--- src/rtl/stage1_sequencer_pkg.sv ---
// ============================================================================
// Module      : stage1_sequencer_pkg
// Description : Shared widths, FSM encoding and slice helper for the sequencer.
// Revision    : 1.0
// ============================================================================
`default_nettype none

package stage1_sequencer_pkg;

   localparam int NUM_LEGS = 3;
   localparam int VEC_W    = 9;
   localparam int L_W      = 16;
   localparam int MN_W     = 15;
   localparam int CNT_W    = 16;

   typedef enum logic [2:0] {
      S_IDLE    = 3'd0,
      S_LAUNCH  = 3'd1,
      S_WAIT    = 3'd2,
      S_EMIT    = 3'd3,
      S_HOLDOFF = 3'd4,
      S_FAULT   = 3'd5
   } state_t;

   // Low bit index of leg `leg` inside a packed per-leg bus.
   function automatic int slice_lo(input int leg, input int width);
      return leg * width;
   endfunction

endpackage

`default_nettype wire

--- src/rtl/leg_result_capture.sv ---
// ============================================================================
// Module      : leg_result_capture
// Description : Per-leg done flag and L/M/N capture; first done wins per frame.
// Revision    : 1.0
// ============================================================================
`default_nettype none

module leg_result_capture
   import stage1_sequencer_pkg::*;
(
   input  logic            clock,
   input  logic            reset,
   input  logic            clear,
   input  logic            enable,
   input  logic            done,
   input  logic [L_W-1:0]  l_in,
   input  logic [MN_W-1:0] m_in,
   input  logic [MN_W-1:0] n_in,
   output logic            got_next,
   output logic [L_W-1:0]  l_next,
   output logic [MN_W-1:0] m_next,
   output logic [MN_W-1:0] n_next
);

   logic            got;
   logic [L_W-1:0]  l_q;
   logic [MN_W-1:0] m_q;
   logic [MN_W-1:0] n_q;
   logic            take;

   assign take = enable && done && !got;

   // Next-state values are exported so the parent can emit in the same edge
   // that the last leg lands.
   always_comb begin
      got_next = clear ? 1'b0 : (got | take);
      l_next   = take ? l_in : l_q;
      m_next   = take ? m_in : m_q;
      n_next   = take ? n_in : n_q;
   end

   always_ff @(posedge clock) begin
      if (reset) begin
         got <= 1'b0;
         l_q <= '0;
         m_q <= '0;
         n_q <= '0;
      end else begin
         got <= got_next;
         l_q <= l_next;
         m_q <= m_next;
         n_q <= n_next;
      end
   end

endmodule

`default_nettype wire

--- src/rtl/stage1_sequencer.sv ---
// ============================================================================
// Module      : stage1_sequencer
// Description : Frame controller launching three stage1 legs and aligning results.
// Revision    : 1.0
// ============================================================================
`default_nettype none

module stage1_sequencer
   import stage1_sequencer_pkg::*;
#(
   parameter int TIMEOUT    = 15,
   parameter int MIN_PERIOD = 0
) (
   input  logic                       clock,
   input  logic                       reset,
   input  logic                       frameValid,
   output logic                       frameReady,
   input  logic [NUM_LEGS*VEC_W-1:0]  lxIn,
   input  logic [NUM_LEGS*VEC_W-1:0]  lyIn,
   input  logic [NUM_LEGS*VEC_W-1:0]  lzIn,
   output logic [NUM_LEGS*VEC_W-1:0]  legLx,
   output logic [NUM_LEGS*VEC_W-1:0]  legLy,
   output logic [NUM_LEGS*VEC_W-1:0]  legLz,
   output logic [NUM_LEGS-1:0]        legValid,
   input  logic [NUM_LEGS-1:0]        legDone,
   input  logic [NUM_LEGS*L_W-1:0]    legL,
   input  logic [NUM_LEGS*MN_W-1:0]   legM,
   input  logic [NUM_LEGS*MN_W-1:0]   legN,
   output logic [NUM_LEGS*L_W-1:0]    L,
   output logic [NUM_LEGS*MN_W-1:0]   M,
   output logic [NUM_LEGS*MN_W-1:0]   N,
   output logic                       validOut,
   output logic                       fault,
   output logic [7:0]                 dropCount
);

   state_t                     state;
   logic [CNT_W-1:0]           cnt;
   logic [NUM_LEGS-1:0]        got_next;
   logic [NUM_LEGS*L_W-1:0]    l_next;
   logic [NUM_LEGS*MN_W-1:0]   m_next;
   logic [NUM_LEGS*MN_W-1:0]   n_next;

   assign frameReady = (state == S_IDLE);

   generate
      for (genvar k = 0; k < NUM_LEGS; k++) begin : g_leg
         leg_result_capture u_capture (
            .clock    (clock),
            .reset    (reset),
            .clear    (state == S_LAUNCH),
            .enable   (state == S_WAIT),
            .done     (legDone[k]),
            .l_in     (legL[slice_lo(k, L_W) +: L_W]),
            .m_in     (legM[slice_lo(k, MN_W) +: MN_W]),
            .n_in     (legN[slice_lo(k, MN_W) +: MN_W]),
            .got_next (got_next[k]),
            .l_next   (l_next[slice_lo(k, L_W) +: L_W]),
            .m_next   (m_next[slice_lo(k, MN_W) +: MN_W]),
            .n_next   (n_next[slice_lo(k, MN_W) +: MN_W])
         );
      end
   endgenerate

   // cnt restarts at the first WAIT cycle, so the launch cycle sits at cnt = -1;
   // it serves both as watchdog and as launch-period timer.
   always_ff @(posedge clock) begin
      if (reset) begin
         state     <= S_IDLE;
         cnt       <= '0;
         legLx     <= '0;
         legLy     <= '0;
         legLz     <= '0;
         legValid  <= '0;
         validOut  <= 1'b0;
         fault     <= 1'b0;
         L         <= '0;
         M         <= '0;
         N         <= '0;
         dropCount <= '0;
      end else begin
         legValid <= '0;
         validOut <= 1'b0;
         if (cnt != {CNT_W{1'b1}}) cnt <= cnt + 1'b1;
         if (frameValid && !frameReady && dropCount != 8'hFF) dropCount <= dropCount + 8'd1;

         case (state)
            S_IDLE: begin
               if (frameValid) begin
                  legLx    <= lxIn;
                  legLy    <= lyIn;
                  legLz    <= lzIn;
                  legValid <= '1;
                  state    <= S_LAUNCH;
               end
            end
            S_LAUNCH: begin
               cnt   <= '0;
               state <= S_WAIT;
            end
            S_WAIT: begin
               if (&got_next) begin
                  L        <= l_next;
                  M        <= m_next;
                  N        <= n_next;
                  validOut <= 1'b1;
                  state    <= S_EMIT;
               end else if (int'(cnt) + 1 >= TIMEOUT) begin
                  fault <= 1'b1;
                  state <= S_FAULT;
               end
            end
            S_EMIT: begin
               // IDLE after this edge lets the next launch land at cnt+3 past launch.
               if (MIN_PERIOD > int'(cnt) + 3) state <= S_HOLDOFF;
               else                            state <= S_IDLE;
            end
            S_HOLDOFF: begin
               if (int'(cnt) + 3 >= MIN_PERIOD) state <= S_IDLE;
            end
            S_FAULT: begin
               state <= S_FAULT;
            end
            default: begin
               state <= S_IDLE;
            end
         endcase
      end
   end

endmodule

`default_nettype wire

--- config.mk ---
export PLATFORM = sky130hd
export DESIGN_NAME = stage1_sequencer
export DESIGN_NICKNAME = d
export VERILOG_FILES = /design/src/rtl/stage1_sequencer_pkg.sv /design/src/rtl/leg_result_capture.sv /design/src/rtl/stage1_sequencer.sv
export SDC_FILE = /design/constraint.sdc
export NUM_CORES = 1
export LEC_CHECK = 0
export BUFFER_PORTS_ARGS = -buffer_cell sky130_fd_sc_hd__buf_4
export CAP_MARGIN = 10
export CELL_PAD_IN_SITES_DETAIL_PLACEMENT = 1
export CELL_PAD_IN_SITES_GLOBAL_PLACEMENT = 1
export CORE_ASPECT_RATIO = 0.6
export CORE_MARGIN = 2
export CORE_UTILIZATION = 40
export CTS_CLUSTER_DIAMETER = 120
export CTS_CLUSTER_SIZE = 12
export DETAILED_ROUTE_END_ITERATION = 12
export GPL_TIMING_DRIVEN = 0
export PLACE_DENSITY_LB_ADDON = 0.05
export RECOVER_POWER = 25
export SYNTH_ARGS = -nofsm -noshare
export SYNTH_HDL_FRONTEND = slang
export SYNTH_HIERARCHICAL = 1
export SYNTH_SLANG_ARGS = --single-unit
--- constraint.sdc ---
create_clock -name clock -period 2.9 [get_ports clock]
set_clock_uncertainty 0.1 [all_clocks]
set_input_delay 0.58 -clock clock [delete_from_list [all_inputs] [get_ports clock]]
set_output_delay 0.58 -clock clock [all_outputs]
set_load 0.005 [all_outputs]
==> Yosys cells after proc, flatten, opt, wreduce, memory -nomap -nowiden <==
Index checks and enable logic that the tools add are counted.
{ "word_totals": {"reg_bits": 392, "input_bits": 225, "output_inout_bits": 233, "wordCells": 88} }
{ "classes": {"n_addsub": 4, "magnitude_cmp": 3, "eq_ne": 10, "n_mux": 20, "bitwise_logic": 6, "reduce_logical": 21} }
{ "ops": {"columns": ["op", "count"], "rows": [
  ["two-way mux 15 bit", 6],
  ["two-way mux 16 bit", 3],
  ["> comparator 1 x 32 -> 1 bit, first input constant", 1],
  ["two-way mux 3 bit", 6],
  ["case mux 3 bit (6 select lines)", 1],
  ["adder 16 x 1 -> 17 bit, second input constant", 1],
  ["adder 16 x 2 -> 17 bit, second input constant", 1],
  ["greater-or-equal comparator 17 x 1 -> 1 bit, second input constant", 1],
  ["greater-or-equal comparator 17 x 4 -> 1 bit, second input constant", 1],
  ["adder 16 x 1 -> 16 bit, second input constant", 1],
  ["inequality test 16 bit, second input constant", 1],
  ["AND reduction 3 bit", 3],
  ["adder 8 x 1 -> 8 bit, second input constant", 1],
  ["logical AND 1 bit", 8],
  ["inequality test 8 bit, second input constant", 1],
  ["equality test 3 x 2 -> 1 bit, second input constant", 2],
  ["equality test 3 bit, second input constant", 2],
  ["OR reduction 2 bit", 3],
  ["zero test 1 bit", 4],
  ["two-way mux 1 bit", 4],
  ["inequality test 2 bit, second input constant", 2],
  ["AND reduction 4 bit", 1],
  ["equality test 3 x 1 -> 1 bit, second input constant", 1],
  ["zero test 3 bit", 1],
  ["other kinds (4)", 8]
]} }

==> Depth between registers and ports, before layout <==
{ "logic_depth": {"depth_word": 8, "depth_mapped": 12, "mapped_depth_nobuf": 10} }

==> By module <==
The synthesis kept the hierarchy.
{ "by_module_without_submodules": {"columns": ["mod", "n_inst", "cells_per_inst", "area_per_inst_um2", "seq_area_each_um2"], "rows": [
  ["stage1_sequencer", 1, 1138, 8974.9, 4984.8],
  ["leg_result_capture", 3, 256, 2862.7, 940.9]
]} }

==> Worst setup path after synthesis <==
OpenSTA, ideal clock, no wires.
{ "synth_path": {"path_type": "flip-flop to flip-flop", "startpoint": "register cnt[1]", "endpoint": "register fault", "arrival_time_ps": 2051, "setup_slack_ps": 617, "path_stages_with_launch": 10, "path_buffers": 2, "cell_sequence": "dfxtp_1 ha_1 and3_1 buf_2 and3_4 buf_6 or3_1 a221o_1 o31ai_2 a21oi_1"} }
{ "synth_via": {"elab_chain_cells": 3} }
{ "synth_lines": {"columns": ["element", "line", "rtl"], "rows": [
  ["start, declared", "stage1_sequencer.sv:38", "logic [CNT_W-1:0] cnt;"],
  ["start signal, assigned", "stage1_sequencer.sv:84", "if (cnt != {CNT_W{1'b1}}) cnt <= cnt + 1'b1;"],
  ["adder 16 x 1 -> 17 bit", "stage1_sequencer.sv:108", "end else if (int'(cnt) + 1 >= TIMEOUT) begin"],
  ["greater-or-equal comparator 17 x 4 -> 1 bit", "stage1_sequencer.sv:108", null],
  ["AND reduction 3 bit (no source line)", null, null],
  ["end signal, assigned", "stage1_sequencer.sv:76", "fault <= 1'b0;"],
  ["end signal, assigned", "stage1_sequencer.sv:109", "fault <= 1'b1;"],
  ["end, declared", "stage1_sequencer.sv:33", "output logic fault,"]
]} }
No other way between the ends.
A chain may end at the register's enable or synchronous reset.

==> Worst setup path after layout <==
{ "layout_path": {"startpoint": "register state[2]", "endpoint": "register N[8]"} }
{ "layout_via": {"elab_chain_cells": 6, "elab_cells_between_ends": 16, "classes_between": "2 x eq/ne; 4 x mux; 3 x bitwise; 7 x reduce/logical"} }
{ "layout_lines": {"columns": ["element", "line", "rtl"], "rows": [
  ["start, declared", "stage1_sequencer.sv:37", "state_t state;"],
  ["equality test 3 x 2 -> 1 bit", "stage1_sequencer.sv:52", ".enable (state == S_WAIT),"],
  ["logical AND 1 bit (2 in series)", "leg_result_capture.sv:31", "assign take = enable && done && !got;"],
  ["bitwise OR 1 bit", "leg_result_capture.sv:36", "got_next = clear ? 1'b0 : (got | take);"],
  ["two-way mux 1 bit (*)", "leg_result_capture.sv:36", null],
  ["via got_next[0]", "stage1_sequencer.sv:39", "logic [NUM_LEGS-1:0] got_next;"],
  ["AND reduction 4 bit (no source line) (*)", null, null],
  ["end signal, assigned", "stage1_sequencer.sv:105", "N <= n_next;"],
  ["end, declared", "stage1_sequencer.sv:31", "output logic [NUM_LEGS*MN_W-1:0] N,"]
]} }
Mark *: on every way through the listed nets, which the timed path passes. The rest lies on a longest branch.

==> reports/qor.yml <==
setup_viol: 0
synth_edf_count: 0
worstMarginPinSlew_ns: 0.904
top_usage_layer: "met2"
dpl_worst_slack_ns: -0.864
fin_cells: 2987
cts_tree: "built"
die_w_um: 275
first_pass_iters: 4
grt_util_met1_pct: 34.9
grt_max_degree: 13
start_kind: "flop"
cpMostUsedCell: "nand2_1"
grt-ovfl-total: 0
min_path_type: "primary input to flop"
dp_cells: 2941
antenna_found_initial: 6
min_period_ns: 2.71
grt_pass1_wl_um: 93500
cp.arrival_ns: 3.06
avgRoutedWirePerCell_um: 20.6
p_clk_share_pct: 39.3
period_share_pct: 93.5
synth_flop_cell: "dfxtp_1"
clockBufferDepth: 3
required_ns: 3.25
h-tree-depth: 2
combPwrFrac_pct: 12.7
path_class: "flop to flop"
p_per_area_nw_per_um2: 513
synth_simple_gate_area_share_pct: 22.0
dieArea_um2: 45700
drive_gt1_share_pct: 29.9
hold_buffers: 0
syn_avg_cell_area_um2: 9.21
grtUsageTotal_pct: 26.5
rows: 59
io_buffers: 456
async_flop_share_pct: 0
syn-instance-count: 1906
initial_core_util_pct: 40.5
outcome: "finished, final reports clean"
ys_ff_latch: 390
dp_hpwl_um: 47100
initialDrtViolationCount: 636
synth_area_leaders: "dfxtp_1 (44%), mux2_4 (10%), nand2b_1 (9.9%)"
hold_viol_final: 0
synth-adder-area-share_pct: 0.214
worstPathCellList: "nor2_1, nand2_1, clkinvlp_4, a21oi_1, nor2_1, nand3_1, inv_1, nand2_1, clkbuf_4, buf_2, nand2_1, a21oi_1"
synth.top_cell.area_share_pct: 44.5
crit_family: "buffers and inverters"
met2_usage_pct: 43.7
yosys.area.top_type: "dfxtp_1"
gp_congestion: 0.868
post_synth_num_cell_types: 52
p_int_mw: 8.78
power.share.switching_pct: 24.9
max_slew_margin_pct: 39.8
ys_seq_area_share_pct: 44.5
antenna_left: 0
remaining_drc_errors: 0
peakVddDrop_mv: 0.337
max_freq_mhz: 369
synth-compound-area-share_pct: 7.71
crit_slowest_cell: "dfxtp_1"
fin_ws_ns: 0.188
cts_setup_buffers: 0
muxShareOfSynthArea_pct: 19.3
cts_sinks: 390
vias: 15000
crit_buf_inv: 4
rsz0062_at_grt: "true"
cts_root_buf: "clkbuf_16"
slowest_delay_ns: 0.41
cts_made_buffers: 38
cp_max_fo: 11
netlist_area_um2: 17600
power_mw: 11.7
power.share.sequential_pct: 48.0
synth_common_cells: "nand2_1 (454), dfxtp_1 (390), nand2b_1 (278), a21oi_1 (235), mux2i_1 (139)"
maxCapViolCount: 0
routed_wl_um: 61500
leakagePower_nw: 9.43
core_area_um2: 43300
power.switching_mw: 2.91
synth_warnings: 6
syn_to_final_growth_pct: 29.9
maxSlewViolCount: 0
grt_pass1_vias: 15900
yosysMostFrequentCell: "nand2_1"
globalRouteMet3Util_pct: 4.54
syn-num-nets: 2134
die_y_um: 166
via_per_inst: 5.03
clk_latency_ns: 0.55
io_pins: 458
setup.worst_path.end_class: "flop"
clk_transition_reported_paths_ns: 0.07
synth_top_family_by_area: "simple AND/OR/NAND/NOR gates"
synth_xor_area_share_pct: 0.947
fin_nets: 2629
==> cell usage in the layout, fill, tap and decap left out, types with 6 or more instances in the layout <==
cell / Yosys / layout
buf_4: 2 / 458
nand2_1: 454 / 454
dfxtp_1: 390 / 390
nand2b_1: 278 / 278
a21oi_1: 235 / 234
mux2i_1: 139 / 139
mux2_4: 120 / 120
clkbuf_1: 104 / 78
clkbuf_16: 0 / 41
nor2_1: 25 / 25
buf_6: 20 / 20
mux2_2: 18 / 18
clkbuf_2: 2 / 17
buf_2: 5 / 13
buf_12: 12 / 12
xnor2_1: 10 / 10
xor2_1: 9 / 9
nand3_1: 8 / 8
inv_1: 8 / 7
nor3_1: 7 / 6
nand4_1: 6 / 6
==> cell families (layout without fill, tap and decap cells) <==
family,count (synthesis),count (layout)
adder cells (fa/ha/maj),3,3
flip-flops,390,390
other,0,5
AND/OR/NAND/NOR,805,805
buffers and inverters,154,651
AO/OA/AOI/OAI,258,258
XOR/XNOR,19,19
multiplexers,277,277
==> through the flow <==
step	area (um^2)	util [%]	hold WS, ns	TNS, ns
final	22800	52.6	0.191	0
after global routing	22800	52.6	0.177	-0.547
after CTS	22800	52.5	0.165	-0.0114
after detailed placement	21700	50.1	0.349	-64.13
after global placement	21700	50.1	0.342	-48.17
after floorplan	17600	-	0.342	0
==> what timing repair did <==
| item | CTS | global route |
|---|---|---|
| resized for setup | 12 | 48 |
| gates cloned | 0 | 0 |
| pin swaps | 0 | 0 |
| endpoints found under the setup margin | 150 | 120 |
| endpoints found under the hold margin | 0 | 0 |
==> path summary, 6_finish.rpt <==
path | startpoint | end | slack (ns) | cells past startpoint
setup reg to reg | state[2] | N[8] | 0.19 | 12
hold reg to reg | legLz[15] | legLz[15] | 0.36 | 2
setup / recovery | state[2] | N[8] | 0.19 | 12
hold / removal | lxIn[13] | legLx[13] | 0.19 | 3
==> power by group through the flow <==
stage	Sequential, mW	Clock [mW]	Combinational, mW
after floorplan	5.72	0	0.811
after global placement	5.72	0	1.44
after detailed placement	5.73	0	1.48
after CTS	5.61	4.68	1.49
after global routing	5.63	4.93	1.61
final	5.62	4.59	1.49
==> state kept, by name, summed over array words and instances (netlist names) <==
register             count
L                       48
g_leg.u_capture/l_q     48
M                       45
N                       45
g_leg.u_capture/m_q     45
g_leg.u_capture/n_q     45
legLx                   27
legLy                   27
legLz                   27
cnt                     16
dropCount                8
g_leg.u_capture/got      3
state                    3
fault                    1
legValid                 1
validOut                 1
==> metal layers <==
| metal | wire (um) | vias to the layer above |
|---|---|---|
| met5 | 13 | - |
| li1 | - | 7241 |
| met3 | 2440 | 100 |
| met1 | 28100 | 7425 |
| met2 | 29100 | 270 |
| met4 | 1820 | 2 |
==> worst min-delay path: cells and delay by family <==
| kind | cells | cell delay [ns] |
|---|---|---|
| AOI/OAI and AO/OA | 1 | 0.05 |
| and+or+nand+nor | 1 | 0.05 |
| buffers and inverters | 1 | 0.11 |
==> area by class of cell <==
| type | count | area, um^2 |
|---|---|---|
| diodes | 5 | 12.5 |
| plain buffers | 145 | 946 |
| clock buffers | 41 | 1030 |
| clock inverters | 1 | 8.76 |
| fillers | 5049 | 20500 |
| inverters | 8 | 33.8 |
| multi-input cells | 1362 | 8830 |
| flip-flops and latches | 390 | 7810 |
| well taps | 579 | 724 |
| repair buffers | 456 | 3420 |
(Power assumes the default switching activity.)
